===== config.mk =====
export PLATFORM = sky130hd
export DESIGN_NAME = syndrome_frame_gen_flat
export DESIGN_NICKNAME = d
export VERILOG_FILES = /design/src/rtl/css5_pkg.sv /design/src/rtl/syndrome_frame_gen_if.sv /design/src/rtl/syndrome_calc.sv /design/src/rtl/syndrome_frame_gen.sv /design/src/flat_wrapper.sv
export SDC_FILE = /design/constraint.sdc
export NUM_CORES = 1
export LEC_CHECK = 0
export CAP_MARGIN = 10
export CELL_PAD_IN_SITES_DETAIL_PLACEMENT = 1
export CELL_PAD_IN_SITES_GLOBAL_PLACEMENT = 1
export CORE_MARGIN = 1
export CORE_UTILIZATION = 35
export CTS_CLUSTER_DIAMETER = 80
export DETAILED_ROUTE_END_ITERATION = 8
export PLACE_DENSITY = 0.79
export SLEW_MARGIN = 20
export SYNTH_ARGS = -nofsm -noshare
export SYNTH_HDL_FRONTEND = slang
export SYNTH_HIERARCHICAL = 1
export SYNTH_SLANG_ARGS = --single-unit

===== constraint.sdc =====
create_clock -name CLK -period 2.87 [get_ports CLK]
set_input_delay 0.4305 -clock CLK [delete_from_list [all_inputs] [get_ports CLK]]
set_output_delay 0.4305 -clock CLK [all_outputs]
set_load 0.02 [all_outputs]

===== src/rtl/css5_pkg.sv =====
// Shared definitions for the [[5,1,3]] code: syndrome columns, axis and Pauli
// encodings, and the frame-to-syndrome function used by hardware and benches.
package css5_pkg;

   localparam int NUM_QUBITS = 5;

   // Column q of each table is the ancilla pattern flipped by an X (SX) or Z (SZ) on qubit q.
   localparam logic [4:0][3:0] SX = {4'b0001, 4'b1000, 4'b1100, 4'b0110, 4'b0011};
   localparam logic [4:0][3:0] SZ = {4'b1010, 4'b0101, 4'b0010, 4'b1001, 4'b0100};

   typedef enum logic [1:0] {
      AXIS_NONE = 2'b00,
      AXIS_X    = 2'b01,
      AXIS_Y    = 2'b10,
      AXIS_Z    = 2'b11
   } axis_e;

   typedef enum logic [1:0] {
      PAULI_I = 2'b00,
      PAULI_Z = 2'b01,
      PAULI_X = 2'b10,
      PAULI_Y = 2'b11
   } pauli_e;

   function automatic logic pauli_has_x(input logic [1:0] p);
      return p[1];
   endfunction

   function automatic logic pauli_has_z(input logic [1:0] p);
      return p[0];
   endfunction

   function automatic logic axis_hits_x(input axis_e a);
      return (a == AXIS_X) || (a == AXIS_Y);
   endfunction

   function automatic logic axis_hits_z(input axis_e a);
      return (a == AXIS_Z) || (a == AXIS_Y);
   endfunction

   function automatic logic [3:0] syndrome(input logic [4:0] fx, input logic [4:0] fz);
      logic [3:0] s;
      s = 4'b0000;
      for (int q = 0; q < NUM_QUBITS; q++) begin
         if (fx[q]) s = s ^ SX[q];
         if (fz[q]) s = s ^ SZ[q];
      end
      return s;
   endfunction

endpackage


===== src/rtl/syndrome_frame_gen_if.sv =====
// Injection handshake plus the ancilla/correction link to the syndrome decoder.
interface syndrome_frame_gen_if;
   logic       err_valid;
   logic       err_ready;
   logic [2:0] err_qubit;
   logic [1:0] err_pauli;
   logic [4:0] correction;
   logic [1:0] axis;
   logic [3:0] ancilla;

   modport master (
      output err_valid, err_qubit, err_pauli, correction, axis,
      input  err_ready, ancilla
   );

   modport slave (
      input  err_valid, err_qubit, err_pauli, correction, axis,
      output err_ready, ancilla
   );
endinterface


===== src/rtl/syndrome_calc.sv =====
// Combinational map from the Pauli frame to its 4-bit ancilla syndrome.
module syndrome_calc
   import css5_pkg::*;
(
   input  logic [4:0] frame_x,
   input  logic [4:0] frame_z,
   output logic [3:0] ancilla
);

   assign ancilla = syndrome(frame_x, frame_z);

endmodule


===== src/rtl/syndrome_frame_gen.sv =====
// Pauli error frame for 5 data qubits: takes injections, emits the syndrome for a
// whole round and folds the decoder's corrections back in at round end.
module syndrome_frame_gen
   import css5_pkg::*;
#(
   parameter int ROUND_LEN   = 5,
   parameter bit FEEDBACK_EN = 1'b1
) (
   input  logic                 CLK,
   input  logic                 RST_N,
   syndrome_frame_gen_if.slave  bus,
   output logic [4:0]           frame_x,
   output logic [4:0]           frame_z,
   output logic                 round_start,
   output logic                 clean,
   output logic                 bad_idx,
   output logic [7:0]           corr_count
);

   generate
      if (ROUND_LEN < 5 || ROUND_LEN > 15) begin : g_bad_round_len
         $error("syndrome_frame_gen: ROUND_LEN must be within 5..15");
      end
   endgenerate

   localparam logic [3:0] LAST_PHASE = 4'(ROUND_LEN - 1);

   logic [3:0] phase;
   logic [4:0] pend_x, pend_z;
   logic [4:0] inj_x, inj_z;
   logic       err_ready_q;
   logic [3:0] ancilla_w;

   logic       last_phase;
   logic       collect;
   logic       accept;
   logic       idx_ok;
   logic [4:0] onehot;
   logic [4:0] new_inj_x, new_inj_z;
   logic [4:0] new_pend_x, new_pend_z;
   logic [4:0] fb_x, fb_z;

   assign last_phase  = (phase == LAST_PHASE);
   // Phases 0 and 1 still carry the decoder's answer to the previous round's syndrome.
   assign collect     = (phase >= 4'd2);
   assign accept      = bus.err_valid && err_ready_q;
   assign idx_ok      = (bus.err_qubit <= 3'd4);
   assign onehot      = 5'b00001 << bus.err_qubit;

   assign bus.err_ready = err_ready_q;
   assign round_start   = (phase == 4'd0);
   assign clean         = ~|{frame_x, frame_z};

   always_comb begin
      new_inj_x  = inj_x;
      new_inj_z  = inj_z;
      new_pend_x = pend_x;
      new_pend_z = pend_z;
      if (accept && idx_ok) begin
         if (pauli_has_x(bus.err_pauli)) new_inj_x = inj_x | onehot;
         if (pauli_has_z(bus.err_pauli)) new_inj_z = inj_z | onehot;
      end
      if (collect) begin
         if (axis_hits_x(axis_e'(bus.axis))) new_pend_x = pend_x | bus.correction;
         if (axis_hits_z(axis_e'(bus.axis))) new_pend_z = pend_z | bus.correction;
      end
   end

   assign fb_x = FEEDBACK_EN ? new_pend_x : 5'b00000;
   assign fb_z = FEEDBACK_EN ? new_pend_z : 5'b00000;

   // Injections and corrections gathered during the round (including its last cycle)
   // land together on the edge that leaves the last phase.
   always_ff @(posedge CLK) begin
      if (!RST_N) begin
         phase       <= 4'd0;
         frame_x     <= 5'b00000;
         frame_z     <= 5'b00000;
         pend_x      <= 5'b00000;
         pend_z      <= 5'b00000;
         inj_x       <= 5'b00000;
         inj_z       <= 5'b00000;
         err_ready_q <= 1'b1;
         bad_idx     <= 1'b0;
         corr_count  <= 8'd0;
      end else begin
         bad_idx <= accept && !idx_ok;
         if (last_phase) begin
            phase       <= 4'd0;
            frame_x     <= frame_x ^ new_inj_x ^ fb_x;
            frame_z     <= frame_z ^ new_inj_z ^ fb_z;
            pend_x      <= 5'b00000;
            pend_z      <= 5'b00000;
            inj_x       <= 5'b00000;
            inj_z       <= 5'b00000;
            err_ready_q <= 1'b1;
            if (FEEDBACK_EN && (|{new_pend_x, new_pend_z}) && (corr_count != 8'hFF))
               corr_count <= corr_count + 8'd1;
         end else begin
            phase  <= phase + 4'd1;
            pend_x <= new_pend_x;
            pend_z <= new_pend_z;
            inj_x  <= new_inj_x;
            inj_z  <= new_inj_z;
            if (accept) err_ready_q <= 1'b0;
         end
      end
   end

   syndrome_calc u_calc (
      .frame_x (frame_x),
      .frame_z (frame_z),
      .ancilla (ancilla_w)
   );

   assign bus.ancilla = ancilla_w;

endmodule


===== src/flat_wrapper.sv =====
// flat-port wrapper written by rule: the top's interface ports become plain ports
module syndrome_frame_gen_flat import css5_pkg::*;
#(
   parameter int ROUND_LEN   = 5,
   parameter bit FEEDBACK_EN = 1'b1
)
  (CLK, RST_N, frame_x, frame_z, round_start, clean, bad_idx, corr_count, bus_err_valid, bus_err_qubit, bus_err_pauli, bus_correction, bus_axis, bus_err_ready, bus_ancilla);
  syndrome_frame_gen_if bus_i ();
  input  logic CLK;
  input  logic RST_N;
  output logic [4:0] frame_x;
  output logic [4:0] frame_z;
  output logic round_start;
  output logic clean;
  output logic bad_idx;
  output logic [7:0] corr_count;
  input wire logic [$bits(bus_i.err_valid)-1:0] bus_err_valid;
  input wire logic [$bits(bus_i.err_qubit)-1:0] bus_err_qubit;
  input wire logic [$bits(bus_i.err_pauli)-1:0] bus_err_pauli;
  input wire logic [$bits(bus_i.correction)-1:0] bus_correction;
  input wire logic [$bits(bus_i.axis)-1:0] bus_axis;
  output wire logic [$bits(bus_i.err_ready)-1:0] bus_err_ready;
  output wire logic [$bits(bus_i.ancilla)-1:0] bus_ancilla;
  assign bus_i.err_valid = bus_err_valid;
  assign bus_i.err_qubit = bus_err_qubit;
  assign bus_i.err_pauli = bus_err_pauli;
  assign bus_i.correction = bus_correction;
  assign bus_i.axis = bus_axis;
  assign bus_err_ready = bus_i.err_ready;
  assign bus_ancilla = bus_i.ancilla;
  syndrome_frame_gen #(.ROUND_LEN(ROUND_LEN), .FEEDBACK_EN(FEEDBACK_EN)) u_core (.CLK(CLK), .RST_N(RST_N), .bus(bus_i), .frame_x(frame_x), .frame_z(frame_z), .round_start(round_start), .clean(clean), .bad_idx(bad_idx), .corr_count(corr_count));
endmodule

Word level (Yosys, flattened, before mapping)
Cells that the tools add are included.
{ "totals": {"output_inout_bits": 26, "ff_bits": 44, "input_bits": 15, "wordCells": 69} }
{ "classes": {"eq_ne": 5, "n_mux": 18, "magnitude_cmp": 2, "shifts": 1, "bitwise_logic": 18, "reduce_logical": 13, "add_sub_neg": 2} }
{ "ops": {"columns": ["operator", "n"], "rows": [
  ["2-to-1 mux 5 bit", 8],
  ["OR 5 bit", 4],
  ["OR reduction 10 bit", 2],
  ["bitwise XOR 5 bit", 4],
  ["2-to-1 mux 4 bit", 4],
  ["inverter 2 bit", 5],
  ["2-to-1 mux 3 bit", 3],
  ["adder 8 x 1 -> 8 bit, second input constant", 1],
  ["inequality test 8 bit, second input constant", 1],
  ["left shift 1 x 3 -> 5 bit, first input constant", 1],
  ["adder 4 x 1 -> 4 bit, second input constant", 1],
  ["equality test 2 bit, second input constant", 2],
  ["equality test 4 x 3 -> 1 bit, second input constant", 1],
  ["greater-or-equal comparator 4 x 2 -> 1 bit, second input constant", 1],
  ["logical AND 1 bit", 4],
  ["logical NOT 4 bit", 1],
  ["2-to-1 mux 2 bit", 2],
  ["inverter 1 bit", 4],
  ["less-or-equal comparator 3 bit, second input constant", 1],
  ["equality test 2 x 1 -> 1 bit, second input constant", 1],
  ["logical NOT 1 bit", 2],
  ["logical OR 1 bit", 2],
  ["AND reduction 2 bit", 1],
  ["OR reduction 2 bit", 1],
  ["other kinds (2)", 2]
]} }

Depth between registers and ports, before layout
Gate-level depths: netlist of the first run.
{ "logic_depth": {"ltp_word": 16, "ltp_mapped": 9, "mapped_depth_nobuf": 8} }

Modules after synthesis
The synthesis of the first run kept the hierarchy.
{ "modules_own_cells": {"columns": ["module", "seq_area_each_um2", "cells_each", "n_inst", "area_each_um2"], "rows": [
  ["syndrome_frame_gen", 880.8, 209, 1, 1995.7],
  ["syndrome_calc", 0.0, 12, 1, 105.1]
]} }

Least setup slack after synthesis of the first run
OpenSTA, ideal clock, no wires.
{ "synth_timing": {"kind": "register -> output", "startpoint": "register u_core.frame_x[0]", "endpoint": "output port clean", "path_buffers": 0, "t_arrival_ns": 1.626, "path_stages_with_launch": 3, "path_slack_ns": 0.814, "cell_sequence": "dfxtp_1 > or4_1 > nor4_1"} }
{ "synth_via": {"elab_chain_len": 2} }
{ "synth_lines": {"columns": ["item", "line_no", "text"], "rows": [
  ["start: declaration", "syndrome_frame_gen.sv:12", "output logic [4:0] frame_x,"],
  ["start signal: assignment", "syndrome_frame_gen.sv:90", "frame_x <= frame_x ^ new_inj_x ^ fb_x;"],
  ["OR reduction 10 bit", "syndrome_frame_gen.sv:52", "assign clean = ~|{frame_x, frame_z};"],
  ["logical NOT 1 bit", "syndrome_frame_gen.sv:52", null],
  ["end: declaration", "flat_wrapper.sv:14", "output logic clean;"]
]} }
Every way passes these cells.

Worst setup path in the final report of the first run
Ends and elaborated chain as after synthesis.

==> out/qor.txt, run 1 <==
Synthesis Warnings = 6
antenna violations before repair = 0
Fin. Hold Viols = 0
H-tree depth = 2
hold_buf cts = 0
Die Y-Extent = 79.5 um
Max Transition Viols Final = 0
period utilisation layout = 89.0%
Peak VDD IR = 0.203 mV
final wirelength = 4970 um
drc violations = 0
Synth Flop Type = dfxtp_1
drt wl/cell = 14.8 um
clk buf depth = 2
CP max stage delay = 0.66 ns
status = completed
xor/xnor cell area share of the yosys netlist = 10.4%
Initial Util = 37.2%
first-pass GRT wire length = 8520 um
worst-margin pin slew = 0.788 ns
Setup Skew = 0.00807 ns
core footprint = 0.00564 mm2
CTS resizes = 0
largest family of logic cells by synthesized area = simple AND/OR/NAND/NOR gates
CP Capture Type = output port
Nets = 284
Routed Antenna Nets = 0
MaxCap Viol Count = 0
CTS tree = built
setup violators final = 0
TritonCTS buffer count = 5
Synth Area in Simple Gates = 19.8%
P per Cell Area = 550 mW/mm2
dpl hpwl = 3650 um
sequential share of the synthesized area = 41.9%
Mapped Avg Cell Area = 9.51 um2
setup_tns = 0 ns
Adder-Cell Fraction of Synth Area = 3.57%
mux cell area share after synthesis = 3.34%
CP bufs+invs = 1
grt total ovfl = 0
Cells after Synth = 221
Hold WC Path Type = register to register
# rows = 27
critical path arrival = 2.13 ns
Vias/cell = 5.16
chip width = 79.5 um
asr flop ratio synth = 0%
pin count of the biggest net entering global routing = 28
Synth area leader = dfxtp_1
post-synthesis cell area = 0.00210 mm2
Layout area overhead = 28.9%
Fill cells = 658
Antenna diodes = 0
worst relative slew slack = 47.4%
Post-synth EDFFs = 0
vias in the first global route = 1701
dominant cells by area after synthesis = dfxtp_1 42%, xnor2_1 7.9%, nor2_1 4.5%, a21boi_1 3.6%, a31oi_2 3.6%
Syn Nets = 242
Critical-path top delay cell = clkdlybuf4s50_1
Worst Setup Path Type = register to output port
CTS root buf = clkbuf_8
GRT Total Usage = 17.7%
Placer Congestion = 0.774
unrepaired setup endpoints after global routing = false
Die Area = 0.00632 mm2
most frequent cell after synthesis = dfxtp_1
Clock Sink Count = 44
CP required = 2.44 ns
Pre-Repair DR Iteration Count = 4
share of cells above drive strength 1 = 8.75%
Distinct cells, synth = 36
critical path startpoint category = register
critical-path maximum fanout = 6
Synth Area in Compound Gates = 18.0%
# IOs = 41
# Post-CTS Setup Buffers = 0
via total after detailed routing = 1730
Final Power = 1.49 mW
Fmax = 391 MHz
Synth Register Bits = 44
Synth top area share = 41.9%
Final Critical Period = 2.56 ns
leak pwr = 1.06 nW
Detailed Route Iter0 Violations = 98
kind of cell adding the most delay to the critical path = simple AND/OR/NAND/NOR gates
synth cell count leaders = 44 x dfxtp_1, 25 x nor2_1, 19 x xnor2_1
crit-path cells = or4_1 > nor4_1 > clkdlybuf4s50_1
Clock Latency Late Sink = 0.30 ns
Clk pin slew, worst setup/hold paths = 0.08 ns
port bufs = 40
==> flip-flops by register name, summed over array words and instances (netlist names) <==
register and flops:
u_core/inj_z 5, u_core/frame_z 5, u_core/pend_x 5, u_core/phase 4, u_core/frame_x 5, u_core/corr_count 8
u_core/pend_z 5, u_core/inj_x 5, u_core/bad_idx 1, u_core/bus.err_ready 1
==> final timing paths <==
kind	from	to	slack (ns)	cells after the start
max	u_core/frame_x[0]$_SDFFE_PN0P_	clean	0.31	3
min	u_core/phase[0]$_SDFF_PP0_	u_core/phase[0]$_SDFF_PP0_	0.48	1
max reg2reg	u_core/phase[0]$_SDFF_PP0_	u_core/corr_count[0]$_SDFFE_PN0P_	0.38	8
min reg2reg	u_core/phase[0]$_SDFF_PP0_	u_core/phase[0]$_SDFF_PP0_	0.48	1
==> layout by cell type (no fill, tap or decap), types with 6 or more instances in the layout <==
| cell type | count |
|---|---|
| xor2_1 | 6 |
| ha_1 | 6 |
| clkdlybuf4s50_1 | 40 |
| dfxtp_1 | 44 |
| o21ai_0 | 11 |
| mux2i_1 | 7 |
| a31oi_2 | 6 |
| a31oi_1 | 11 |
| nor2_1 | 25 |
| nand2_1 | 10 |
| or3_1 | 10 |
| xnor2_1 | 19 |
| a21boi_1 | 10 |
| nand2b_1 | 7 |
==> worst reg2reg max path, stage by stage, from the launching register on <==
cell and delay (ns):
dfxtp_1 0.37, inv_1 0.08, ha_1 0.20, or4_4 0.56, o211a_1 0.19, a211oi_1 0.29, a21oi_1 0.30, xor2_1 0.22
and2_1 0.19
==> cell families after synthesis <==
kind of cell             Yosys count
AO/OA/AOI/OAI                     46
adder cells (fa/ha/maj)            6
flip-flops                        44
XOR/XNOR                          25
AND/OR/NAND/NOR                   79
buffers and inverters             14
multiplexers                       7
==> power by group <==
part | switching, mW | internal [mW]
combinational | 0.154 | 0.124
clock | 0.210 | 0.343
sequential | 0.0229 | 0.635
==> final cells by class <==
type	count	area [um2]	area share, %
Clock buffer	5	68.8	2.54
Timing Repair Buffer	44	430	15.9
Tap cell	72	90.1	3.33
Multi-Input combinational cell	163	1160	42.8
Clock inverter	2	60.1	2.22
Sequential cell	44	881	32.5
Inverter	5	18.8	0.693
==> metal layers <==
metal | routed length, um | part of all wire, % | track usage, %
met1 | 2440 | 49 | 23.6
met2 | 2290 | 46 | 26.8
met3 | 153 | 3.1 | 4.57
met4 | 87 | 1.7 | 7.45
met5 | 0 | 0 | 0
==> metrics by stage <==
step | worst slack [ns] | utilization [%] | std cells | area [um2] | hold slack [ns]
CTS | 0.263 | 48.0 | 335 | 2710 | 0.477
detailed placement | 0.204 | 45.7 | 328 | 2580 | 0.458
global placement | 0.221 | 45.7 | 328 | 2580 | 0.445
floorplan | 0.814 | - | 221 | 2100 | 0.430
finish | 0.314 | 48.0 | 335 | 2710 | 0.476
global route | 0.210 | 48.0 | 335 | 2710 | 0.505
Power figures use the tool's default switching activity.
==> run 2: changes to the inputs <==
--- a/config.mk
+++ b/config.mk
@@ -12,6 +12,7 @@
 export CORE_UTILIZATION = 35
 export CTS_CLUSTER_DIAMETER = 80
 export DETAILED_ROUTE_END_ITERATION = 8
+export MAX_ROUTING_LAYER = met4
 export PLACE_DENSITY = 0.79
 export SLEW_MARGIN = 20
 export SYNTH_ARGS = -nofsm -noshare
==> run 2 against run 1 <==
Compared with the run above: via count down 0.35%; clock-buffer cell count unchanged; setup slack worse by 0.0023 ns; design area unchanged; highest routed layer unchanged; sequential share of layout area unchanged; die area unchanged.
==> out/qor.txt, run 2 (synthesis gave the netlist of run 1 again) <==
status = completed
CP Capture Type = output port
setup_tns = 0 ns
critical path arrival = 2.13 ns
Peak VDD IR = 0.204 mV
unrepaired setup endpoints after global routing = false
hold_buf cts = 0
# Post-CTS Setup Buffers = 0
vias in the first global route = 1694
Die Y-Extent = 79.5 um
internal power = 1.10 mW
CTS root buf = clkbuf_8
Antenna diodes = 0
CTS tree = built
Top reg by flops = u_core/corr_count
Fin. Hold Viols = 0
reg2reg end = u_core/corr_count[0]$_SDFFE_PN0P_
core footprint = 0.00564 mm2
Fmax = 391 MHz
leak pwr = 1.06 nW
critical path startpoint category = register
Pre-Repair DR Iteration Count = 4
r2r setup slk = 0.38 ns
dpl hpwl = 3650 um
port bufs = 40
Layout area overhead = 28.9%
Initial Util = 37.2%
worst relative slew slack = 47.4%
period utilisation layout = 89.1%
kind of cell adding the most delay to the critical path = simple AND/OR/NAND/NOR gates
GRT Total Usage = 18.2%
Clock Sink Count = 44
via total after detailed routing = 1724
part of the power in registers = 44.1%
worst-margin pin slew = 0.788 ns
Final Critical Period = 2.56 ns
final design utilization = 48.0%
crit-path cells = or4_1 > nor4_1 > clkdlybuf4s50_1
antenna violations before repair = 0
max FFs per register = 8
TritonCTS buffer count = 5
first-pass GRT wire length = 8540 um
hold path cells = 1
critical-path maximum fanout = 6
Worst Setup Path Type = register to output port
grt total ovfl = 0
most common cell after layout, fill and taps aside = dfxtp_1
Max Transition Viols Final = 0
CP bufs+invs = 1
Gate power share = 18.6%
Placer Congestion = 0.784
pin count of the biggest net entering global routing = 28
Critical-path top delay cell = clkdlybuf4s50_1
drc violations = 0
CTS resizes = 0
CP required = 2.44 ns
P per Cell Area = 550 mW/mm2
drt wl/cell = 14.9 um
setup violators final = 0
Die Area = 0.00632 mm2
Hold Startpoint = u_core/phase[0]$_SDFF_PP0_
Sw Share = 26.1%
worst flop-to-flop path startpoint = u_core/phase[0]$_SDFF_PP0_
clock share of power = 37.3%
most frequent cells in the layout = 44 x dfxtp_1, 40 x clkdlybuf4s50_1, 25 x nor2_1
Setup Skew = 0.00677 ns
share of cells above drive strength 1 = 8.75%
Detailed Route Iter0 Violations = 79
Hold WC Path Type = register to register
Vias/cell = 5.15
H-tree depth = 2
NetSw = 389 uW
Worst Hold Path EP = u_core/phase[0]$_SDFF_PP0_
MaxCap Viol Count = 0
Nets = 284
# IOs = 41
worst-case reg-to-reg path depth = 8
Clk pin slew, worst setup/hold paths = 0.08 ns
clk buf depth = 2
final wirelength = 4980 um
# rows = 27
Routed Antenna Nets = 0
Clock Latency Late Sink = 0.30 ns
CP max stage delay = 0.66 ns
Final Power = 1.49 mW
chip width = 79.5 um
==> run 2: cell counts in the layout (fill, tap and decap cells not counted) <==
Identical to the previous run, type by type.
==> run 2: layer usage <==
| metal | up-vias | global-route usage (%) | part of all wire, % |
|---|---|---|---|
| li1 | 861 | - | - |
| met1 | 818 | 23.6 | 49 |
| met2 | 36 | 27.0 | 46 |
| met3 | 9 | 2.86 | 2.9 |
| met4 | 0 | 9.64 | 2.5 |
| met5 | - | - | 0 |
==> run 2: final cells by class <==
cell class | count | area, um2
inverter | 5 | 18.8
fill | 658 | 2930
clock inverter | 2 | 60.1
tap | 72 | 90.1
timing repair buffer | 44 | 430
multi-input combinational | 163 | 1160
clock buffer | 5 | 68.8
sequential | 44 | 881
==> run 2: worst reg2reg max path: stages, from the launching register on <==
cell and delay [ns]:
dfxtp_1 0.37, inv_1 0.08, ha_1 0.20, or4_4 0.56
o211a_1 0.19, a211oi_1 0.29, a21oi_1 0.30, xor2_1 0.22
and2_1 0.19
==> run 2: worst max-delay path by stage <==
stage | from | to | cells after the start
4_1_cts | u_core/frame_x[0]$_SDFFE_PN0P_ | clean | 3
3_5_place_dp | bus_axis[0] | u_core/corr_count[5]$_SDFFE_PN0P_ | 8
2_1_floorplan | u_core/frame_x[0]$_SDFFE_PN0P_ | clean | 2
6_report | u_core/frame_x[0]$_SDFFE_PN0P_ | clean | 3
5_1_grt | u_core/frame_x[0]$_SDFFE_PN0P_ | clean | 3
3_3_place_gp | bus_axis[0] | u_core/corr_count[0]$_SDFFE_PN0P_ | 9
==> run 2: through the flow <==
step                hold slack [ns]  cells  cell area (um2)  worst slack [ns]
floorplan                     0.430    221             2100             0.814
global placement              0.445    328             2580             0.221
detailed placement            0.458    328             2580             0.204
CTS                           0.477    335             2710             0.263
global route                  0.505    335             2710             0.216
finish                        0.476    335             2710             0.312
==> run 2: power groups by stage <==
stage,clock network [mW],registers [mW],logic [mW]
after floorplan,0,0.672,0.182
after global placement,0,0.671,0.269
after detailed placement,0,0.671,0.276
after CTS,0.574,0.658,0.280
after global routing,0.601,0.662,0.301
final,0.555,0.658,0.277
